**src/rtl/fw_verifier_if.sv**
```systemverilog
// fw_verifier_if
//   Read-only boot ROM bus used by the firmware verifier.
//   mem_valid : read request, held with mem_addr until mem_ready
//   mem_addr  : word-aligned byte address of the request
//   mem_rdata : read data, meaningful while mem_ready=1
//   mem_ready : read completion, may assert in the same cycle as mem_valid
//   master modport is the verifier side, slave modport is the ROM side.
interface fw_verifier_if;
    logic        mem_valid;
    logic [31:0] mem_addr;
    logic [31:0] mem_rdata;
    logic        mem_ready;

    modport master (
        output mem_valid,
        output mem_addr,
        input  mem_rdata,
        input  mem_ready
    );

    modport slave (
        input  mem_valid,
        input  mem_addr,
        output mem_rdata,
        output mem_ready
    );
endinterface

```
**src/rtl/fw_verifier.sv**
```systemverilog
// fw_verifier
//   Walks a firmware image in boot ROM, folding every word except the last
//   into a rotate-and-XOR accumulator, then compares the final (checksum)
//   word against the accumulator. A per-word wait counter aborts the run
//   if the ROM never answers.
// Ports
//   clk      : sole clock, rising edge
//   reset    : synchronous, active-high; wins over start
//   start    : single-cycle request to begin a run (only honoured in IDLE)
//   mem      : ROM read bus (master side)
//   busy     : high while not in IDLE
//   done     : one-cycle pulse at the end of a run
//   verified : last run's checksum matched (level)
//   error    : last run ended in timeout (level)
//   checksum : running/final accumulator value
module fw_verifier #(
    parameter int          WORDS     = 1155,
    parameter logic [31:0] BASE_ADDR = 32'h0000_0000,
    parameter int          TIMEOUT   = 255
) (
    input  logic                 clk,
    input  logic                 reset,
    input  logic                 start,
    fw_verifier_if.master        mem,
    output logic                 busy,
    output logic                 done,
    output logic                 verified,
    output logic                 error,
    output logic [31:0]          checksum
);

    localparam int IDX_W  = $clog2(WORDS);
    localparam int WAIT_W = $clog2(TIMEOUT + 1);

    localparam logic [IDX_W-1:0]  LAST_IDX  = IDX_W'(WORDS - 1);
    localparam logic [WAIT_W-1:0] WAIT_LAST = WAIT_W'(TIMEOUT - 1);

    typedef enum logic [1:0] {
        IDLE,
        READ,
        GAP,
        DONE
    } state_t;

    state_t            state;
    logic [31:0]       acc;
    logic [IDX_W-1:0]  idx;
    logic [WAIT_W-1:0] wait_cnt;

    assign checksum = acc;

    // Single FSM process; every output is registered so the request is
    // presented in the same cycle the state shows READ.
    always_ff @(posedge clk) begin
        if (reset) begin
            state         <= IDLE;
            acc           <= '0;
            idx           <= '0;
            wait_cnt      <= '0;
            mem.mem_valid <= 1'b0;
            mem.mem_addr  <= '0;
            busy          <= 1'b0;
            done          <= 1'b0;
            verified      <= 1'b0;
            error         <= 1'b0;
        end else begin
            done <= 1'b0;
            case (state)
                IDLE: begin
                    if (start) begin
                        acc           <= '0;
                        idx           <= '0;
                        wait_cnt      <= '0;
                        verified      <= 1'b0;
                        error         <= 1'b0;
                        mem.mem_valid <= 1'b1;
                        mem.mem_addr  <= BASE_ADDR;
                        busy          <= 1'b1;
                        state         <= READ;
                    end
                end

                READ: begin
                    if (mem.mem_ready) begin
                        wait_cnt      <= '0;
                        mem.mem_valid <= 1'b0;
                        if (idx == LAST_IDX) begin
                            // Last word is the stored checksum, not folded in.
                            verified <= (mem.mem_rdata == acc);
                            done     <= 1'b1;
                            state    <= DONE;
                        end else begin
                            acc   <= {acc[30:0], acc[31]} ^ mem.mem_rdata;
                            idx   <= idx + 1'b1;
                            state <= GAP;
                        end
                    end else if (wait_cnt == WAIT_LAST) begin
                        // This stalled cycle is the TIMEOUT-th one.
                        error         <= 1'b1;
                        verified      <= 1'b0;
                        done          <= 1'b1;
                        mem.mem_valid <= 1'b0;
                        state         <= DONE;
                    end else begin
                        wait_cnt <= wait_cnt + 1'b1;
                    end
                end

                GAP: begin
                    // idx already points at the next word; address wraps at 32 bits.
                    mem.mem_valid <= 1'b1;
                    mem.mem_addr  <= BASE_ADDR + (32'(idx) << 2);
                    wait_cnt      <= '0;
                    state         <= READ;
                end

                DONE: begin
                    busy  <= 1'b0;
                    state <= IDLE;
                end

                default: begin
                    mem.mem_valid <= 1'b0;
                    busy          <= 1'b0;
                    state         <= IDLE;
                end
            endcase
        end
    end

endmodule

```
**src/flat_wrapper.sv**
```systemverilog
// flat-port wrapper written by rule: the top's interface ports become plain ports
module fw_verifier_flat 
#(
    parameter int          WORDS     = 1155,
    parameter logic [31:0] BASE_ADDR = 32'h0000_0000,
    parameter int          TIMEOUT   = 255
)
  (clk, reset, start, busy, done, verified, error, checksum, mem_mem_valid, mem_mem_addr, mem_mem_rdata, mem_mem_ready);
  fw_verifier_if mem_i ();
  input  logic clk;
  input  logic reset;
  input  logic start;
  output logic busy;
  output logic done;
  output logic verified;
  output logic error;
  output logic [31:0] checksum;
  output wire logic [$bits(mem_i.mem_valid)-1:0] mem_mem_valid;
  output wire logic [$bits(mem_i.mem_addr)-1:0] mem_mem_addr;
  input wire logic [$bits(mem_i.mem_rdata)-1:0] mem_mem_rdata;
  input wire logic [$bits(mem_i.mem_ready)-1:0] mem_mem_ready;
  assign mem_mem_valid = mem_i.mem_valid;
  assign mem_mem_addr = mem_i.mem_addr;
  assign mem_i.mem_rdata = mem_mem_rdata;
  assign mem_i.mem_ready = mem_mem_ready;
  fw_verifier #(.WORDS(WORDS), .BASE_ADDR(BASE_ADDR), .TIMEOUT(TIMEOUT)) u_core (.clk(clk), .reset(reset), .start(start), .mem(mem_i), .busy(busy), .done(done), .verified(verified), .error(error), .checksum(checksum));
endmodule
```
**config.mk**
```make
export PLATFORM = sky130hd
export DESIGN_NAME = fw_verifier_flat
export DESIGN_NICKNAME = d
export VERILOG_FILES = /design/src/rtl/fw_verifier_if.sv /design/src/rtl/fw_verifier.sv /design/src/flat_wrapper.sv
export SDC_FILE = /design/constraint.sdc
export NUM_CORES = 1
export LEC_CHECK = 0
export BUFFER_PORTS_ARGS = -buffer_cell sky130_fd_sc_hd__buf_2
export CAP_MARGIN = 20
export CORE_MARGIN = 2
export CORE_UTILIZATION = 56
export DETAILED_ROUTE_END_ITERATION = 12
export PLACE_DENSITY = 0.89
export SYNTH_ARGS = -nofsm -noshare
export SYNTH_HDL_FRONTEND = slang
export SYNTH_SLANG_ARGS = --single-unit
export TNS_END_PERCENT = 30
```
**constraint.sdc**
```tcl
create_clock -name clk -period 3.4 [get_ports clk]
set_input_delay 0.17 -clock clk [delete_from_list [all_inputs] [get_ports clk]]
set_output_delay 0.17 -clock clk [all_outputs]
set_load 0.1 [all_outputs]
```
# [Word-level counts from Yosys, hierarchy flattened]
# Index checks and enable logic that the tools add are counted.
[classes] addsub=2 n_eq_ne=14 mux=33 n_bitwise=2 n_reduce_logical=14
[op_table] operator="$pmux W32 S2" n=2
[op_table] operator="$mux W32" n=3
[op_table] operator="$mux W11" n=3
[op_table] operator="$eq A32 B32 Y1" n=1
[op_table] operator="$xor A32 B32 Y32" n=1
[op_table] operator="$mux W8" n=3
[op_table] operator="$pmux W8 S3" n=1
[op_table] operator="$pmux W11 S2" n=1
[op_table] operator="$mux W1" n=12
[op_table] operator="$reduce_and A4 Y1" n=3
[op_table] operator="$add A11 B1 Y11 const B" n=1
[op_table] operator="$eq A11 B11 Y1 const B" n=1
[op_table] operator="$add A8 B1 Y8 const B" n=1
[op_table] operator="$eq A8 B8 Y1 const B" n=1
[op_table] operator="$ne A2 B2 Y1 const B" n=4
[op_table] operator="$pmux W2 S4" n=1
[op_table] operator="$mux W2" n=3
[op_table] operator="$ne A3 B2 Y1 const B" n=2
[op_table] operator="$pmux W1 S2" n=3
[op_table] operator="$reduce_and A2 Y1" n=3
[op_table] operator="$reduce_and A3 Y1" n=2
[op_table] operator="$reduce_bool A2 Y1" n=3
[op_table] operator="$eq A2 B2 Y1 const B" n=2
[op_table] operator="$ne A3 B3 Y1 const B" n=1
[op_table] operator="7 further kinds" n=7
[totals] register_bits=90 inputBits=36 word_cells=75

# [Logic depth before layout (Yosys ltp)]
[depth] ltp_word=4 mapped_depth=8

# [Least setup slack after synthesis]
# No wires, ideal clock.
[synth_timing] path_type="register to register" startpoint="register u_core.acc[9], in the netlist u_core.checksum[9]" endpoint="register u_core.verified" setup_time_ns=0.072 arrival_time_ns=2.133 t_required_ns=3.328 slack_ns=1.195 path_stages_with_launch=6 synth_period_minus_slack_ns=2.205 cell_sequence="dfxtp_1 > xor2_1 > nor4_1 > nand4_1 > or4_1 > mux2i_1"
[synth_via] elab_chain_len=4
[synth_rtl] item="start: declaration" line_no="fw_verifier.sv:46" rtl="logic [31:0] acc;"
[synth_rtl] item="start signal: assignment" line_no="fw_verifier.sv:93" rtl="acc <= {acc[30:0], acc[31]} ^ mem.mem_rdata;"
[synth_rtl] item="$eq A32 B32 Y1" line_no="fw_verifier.sv:89" rtl="verified <= (mem.mem_rdata == acc);"
[synth_rtl] item="$mux W1" line_no="fw_verifier.sv:87" rtl="if (idx == LAST_IDX) begin"
[synth_rtl] item="$mux W1" line_no="fw_verifier.sv:84" rtl="if (mem.mem_ready) begin"
[synth_rtl] item="$pmux W1 S2" line_no="fw_verifier.sv:68" rtl="case (state)"
[synth_rtl] item="end signal: assignment" line_no="fw_verifier.sv:89"
[synth_rtl] item="end: declaration" line_no="fw_verifier.sv:27" rtl="output logic verified,"
# Every way passes these cells. The select of a mux whose other input is x is not followed.
# A chain may end at the register's enable or synchronous reset.

# [Worst setup path after layout]
[layout_timing] startpoint="register u_core.idx[0]" endpoint="register u_core.acc[21], in the netlist u_core.checksum[21]"
[layout_via] elab_chain_len=3
[layout_rtl] item="start: declaration" line_no="fw_verifier.sv:47" rtl="logic [IDX_W-1:0] idx;"
[layout_rtl] item="start signal: assignment" line_no="fw_verifier.sv:94" rtl="idx <= idx + 1'b1;"
[layout_rtl] item="$eq A11 B11 Y1" line_no="fw_verifier.sv:87"
[layout_rtl] item="$ne A2 B2 Y1 (no line)"
[layout_rtl] item="$reduce_and A4 Y1 (no line)"
# Every way passes these cells.

==> load_flow_metrics.sql <==
INSERT INTO impl_metrics (metric_group, metric, value, unit) VALUES
('floorplanning', 'start_util', '0.573', ''),
('sta', 'finalClockSkew', '0.00624', 'ns'),
('sta', 'setup_viol', '0', ''),
('layout', 'fin_nets', '508', ''),
('logic_synthesis', 'synth.top_cell.area_share', '0.384', ''),
('clock_tree', 'cts_resized', '0', ''),
('drt', 'via_count', '3038', ''),
('grt', 'grt_start_max_net_pins', '55', ''),
('pwr', 'standby_leakage_power', '1.93', 'nW'),
('worst_setup_path', 'worst-setup-path-type', 'reg2reg', ''),
('drt', 'post-route-drc-count', '0', ''),
('worst_setup_path', 'critical_path_required', '3.67', 'ns'),
('worst_setup_path', 'crit_path_max_fanout', '33', ''),
('clock_tree', 'postCtsSetupRepairBufs', '0', ''),
('clock_tree', 'clock_tree.htree_level_count', '3', ''),
('floorplanning', 'fp-row-count', '29', ''),
('drt', 'route.detailed.vias_per_inst', '5.53', ''),
('floorplanning', 'die_x', '84.1', 'um'),
('clock_tree', 'ctsLongestPathBuffers', '2', ''),
('drt', 'first_pass_iters', '7', ''),
('place', 'place.gp.congestion', '0.852', ''),
('logic_synthesis', 'synth_area_leaders', 'dfxtp_1 38%, xor2_1 18%, a22oi_1 7.5%, nor2_1 7.0%, buf_4 4.8%', ''),
('logic_synthesis', 'ys_seq_area_frac', '0.384', ''),
('worst_setup_path', 'worstSetupStartpointType', 'register', ''),
('clock_tree', 'clkTransAtPathRegs', '0.07', 'ns'),
('logic_synthesis', 'ys_warn_count', '0', ''),
('worst_hold_path', 'hp-class', 'in2reg', ''),
('logic_synthesis', 'post_synth_top_cells', '75 x xor2_1, 69 x dfxtp_1, 67 x nor2_1', ''),
('logic_synthesis', 'post-synth-top-area-cell', 'dfxtp_1', ''),
('floorplanning', 'die_area', '0.00708', 'mm2'),
('sta', 'timing.final.crit_share', '0.682', ''),
('worst_setup_path', 'rrSetupSlack', '1.08', 'ns'),
('drt', 'drtIter0Drc', '216', ''),
('logic_synthesis', 'yosysUniqueCellTypes', '48', ''),
('run_status', 'run_status', 'completed', ''),
('logic_synthesis', 'post-synth-top-count-cell', 'xor2_1', ''),
('grt', 'number_of_antenna_violations_at_the_first_check_in_global_routing', '0', ''),
('layout', 'flow.area_growth_from_synthesis', '14.1', '%'),
('clock_tree', 'tritoncts', 'yes', ''),
('sta', 'fin_setup_tns', '0', 'ns'),
('layout', 'insertedDiodeCount', '0', ''),
('sta', 'drv_slew', '0', ''),
('run', 'maxCapViolCount', '0', ''),
('sta', 'hold-worst-slack', '0.227', 'ns'),
('sta', 'grt_setup_unrepaired', 'false', ''),
('place', 'detailedPlacementHpwl', '6.06', 'mm'),
('floorplanning', 'die_height', '84.1', 'um'),
('floorplanning', 'coreArea', '0.00628', 'mm2'),
('logic_synthesis', 'postSynthCellCount', '390', ''),
('floorplanning', 'design.portCount', '105', ''),
('clock_tree', 'cts_stage_hold_buffer_count', '0', ''),
('pwr', 'power_density', '450', 'mW/mm2'),
('logic_synthesis', 'ys_ff_latch', '69', ''),
('worst_setup_path', 'timing.critical_path.to_type', 'register', ''),
('logic_synthesis', 'syn-cell-area', '0.00360', 'mm2'),
('grt', 'globalRouteTotalUtil', '0.239', ''),
('sta', 'fmax', '0.431', 'GHz'),
('sta', 'timing_worst_slew_pin_value', '0.774', 'ns'),
('grt', 'globalRoute.totalOverflow', '0', ''),
('sta', 'max_slew_margin', '0.477', ''),
('clock_tree', 'cts.sink_count', '69', ''),
('clock_tree', 'tritoncts.num_buffers', '9', ''),
('drt', 'antenna_left', '0', ''),
('place', 'buffer_ports.inserted', '83', ''),
('clock_tree', 'clock_tree.root_cell', 'clkbuf_8', ''),
('sta', 'finalHoldViolCount', '0', ''),
('pwr', 'vdd.ir_drop.worst', '0.304', 'mV'),
('clock_tree', 'clk-insertion-delay-late', '0.34', 'ns'),
('drt', 'wl_per_cell', '15.4', 'um'),
('logic_synthesis', 'synthesis.area_per_instance', '9.22', 'um2'),
('logic_synthesis', 'synthArstFlopShare', '0', ''),
('logic_synthesis', 'synth-main-ff-cell', 'dfxtp_1', ''),
('drt', 'route.final.wire_length', '8.44', 'mm'),
('place', 'placed_cells_incl_taps', '534', ''),
('layout', 'layoutNonFillerInstCount', '549', ''),
('grt', 'first_pass_grt_wire_length', '13.5', 'mm'),
('layout', 'drive_above_1_share', '0.254', ''),
('grt', 'grt_pass1_vias', '2904', ''),
('worst_setup_path', 'cp_data_arrival_time', '2.59', 'ns'),
('sta', 'minimum_clock_period_after_layout', '2.32', 'ns'),
('logic_synthesis', 'count_of_flip_flops_with_a_built_in_enable_after_synthesis', '0', '');
sequential cells by signal (all words and copies together) (netlist names):
name and count:
u_core.error 1, u_core.verified 1, u_core.wait_cnt 8, u_core.busy 1, u_core.checksum 32, u_core.state 2
u_core.mem.mem_addr 11, u_core.mem.mem_valid 1, u_core.done 1, u_core.idx 11
cell usage in the layout, fill, tap and decap left out, types with 4 or more instances in the layout:
| cell type | n |
|---|---|
| buf_2 | 83 |
| inv_1 | 4 |
| clkbuf_8 | 10 |
| nor2_2 | 6 |
| nor2_1 | 66 |
| nand3_1 | 7 |
| nand2_1 | 9 |
| a22oi_1 | 36 |
| nor3_1 | 4 |
| dfxtp_1 | 69 |
| conb_1 | 21 |
| a22oi_2 | 10 |
| xor2_1 | 75 |
| nor4_1 | 9 |
| a21oi_1 | 4 |
| ha_1 | 4 |
path summary, 6_finish.rpt:
check / startpoint / end / depth (start not counted)
worst min-delay path: mem_mem_rdata[7] / u_core.checksum[7] / 4
worst min register to register: u_core.wait_cnt[5] / u_core.wait_cnt[5] / 2
worst max-delay path: u_core.idx[0] / u_core.checksum[21] / 8
worst max register to register: u_core.idx[0] / u_core.checksum[21] / 8
final cells by class:
class / count / area [um2]
fill: 519 / 2170
multi-input combinational: 297 / 2010
sequential: 69 / 1380
timing repair buffer: 86 / 438
clock buffer: 13 / 149
tap: 77 / 96.3
inverter: 5 / 18.8
clock inverter: 2 / 10.0
per-stage QoR:
stage	cell area, um2	total power (W)	setup WS, ns	util
detailed placement	3940	0.00129	1.11	0.628
global route	4100	0.00191	0.929	0.654
finish	4100	0.00185	1.08	0.654
CTS	4100	0.00185	1.09	0.654
global placement	3940	0.00129	1.17	0.628
floorplan	3670	0.00124	1.20	-
logic make-up (layout without fill, tap and decap cells):
| kind of cell | after synthesis | after routing | synth area share |
|---|---|---|---|
| multiplexers | 3 | 3 | 0.00870 |
| adder cells (fa/ha/maj) | 4 | 4 | 0.0139 |
| AO/OA/AOI/OAI | 67 | 67 | 0.157 |
| XOR/XNOR | 78 | 78 | 0.190 |
| flip-flops | 69 | 69 | 0.384 |
| buffers and inverters | 44 | 106 | 0.0790 |
| other | 1 | 21 | 0.00104 |
| AND/OR/NAND/NOR | 124 | 124 | 0.167 |
worst max-delay path, cell delays in order (launching register included):
cell and delay [ns]:
dfxtp_1 0.38, inv_1 0.08, ha_1 0.13, or4b_4 0.47
o311a_4 0.40, o21ai_4 0.12, buf_4 0.38, a22oi_1 0.15
nor2_1 0.13
report_power, final:
group          total (W)  internal, W  switching, W
Combinational   0.000422    0.0000864      0.000335
Sequential      0.000857     0.000827     0.0000293
Clock           0.000567     0.000279      0.000288
routing by layer:
metal | vias to the layer above | track usage | routed length [um]
met3 | 19 | 0.0698 | 496
li1 | 1466 | - | -
met2 | 112 | 0.400 | 4270
met4 | 0 | 0.104 | 200
met5 | - | 0 | 0
met1 | 1441 | 0.284 | 3470
Note: power is estimated with default switching activity, not from simulation.
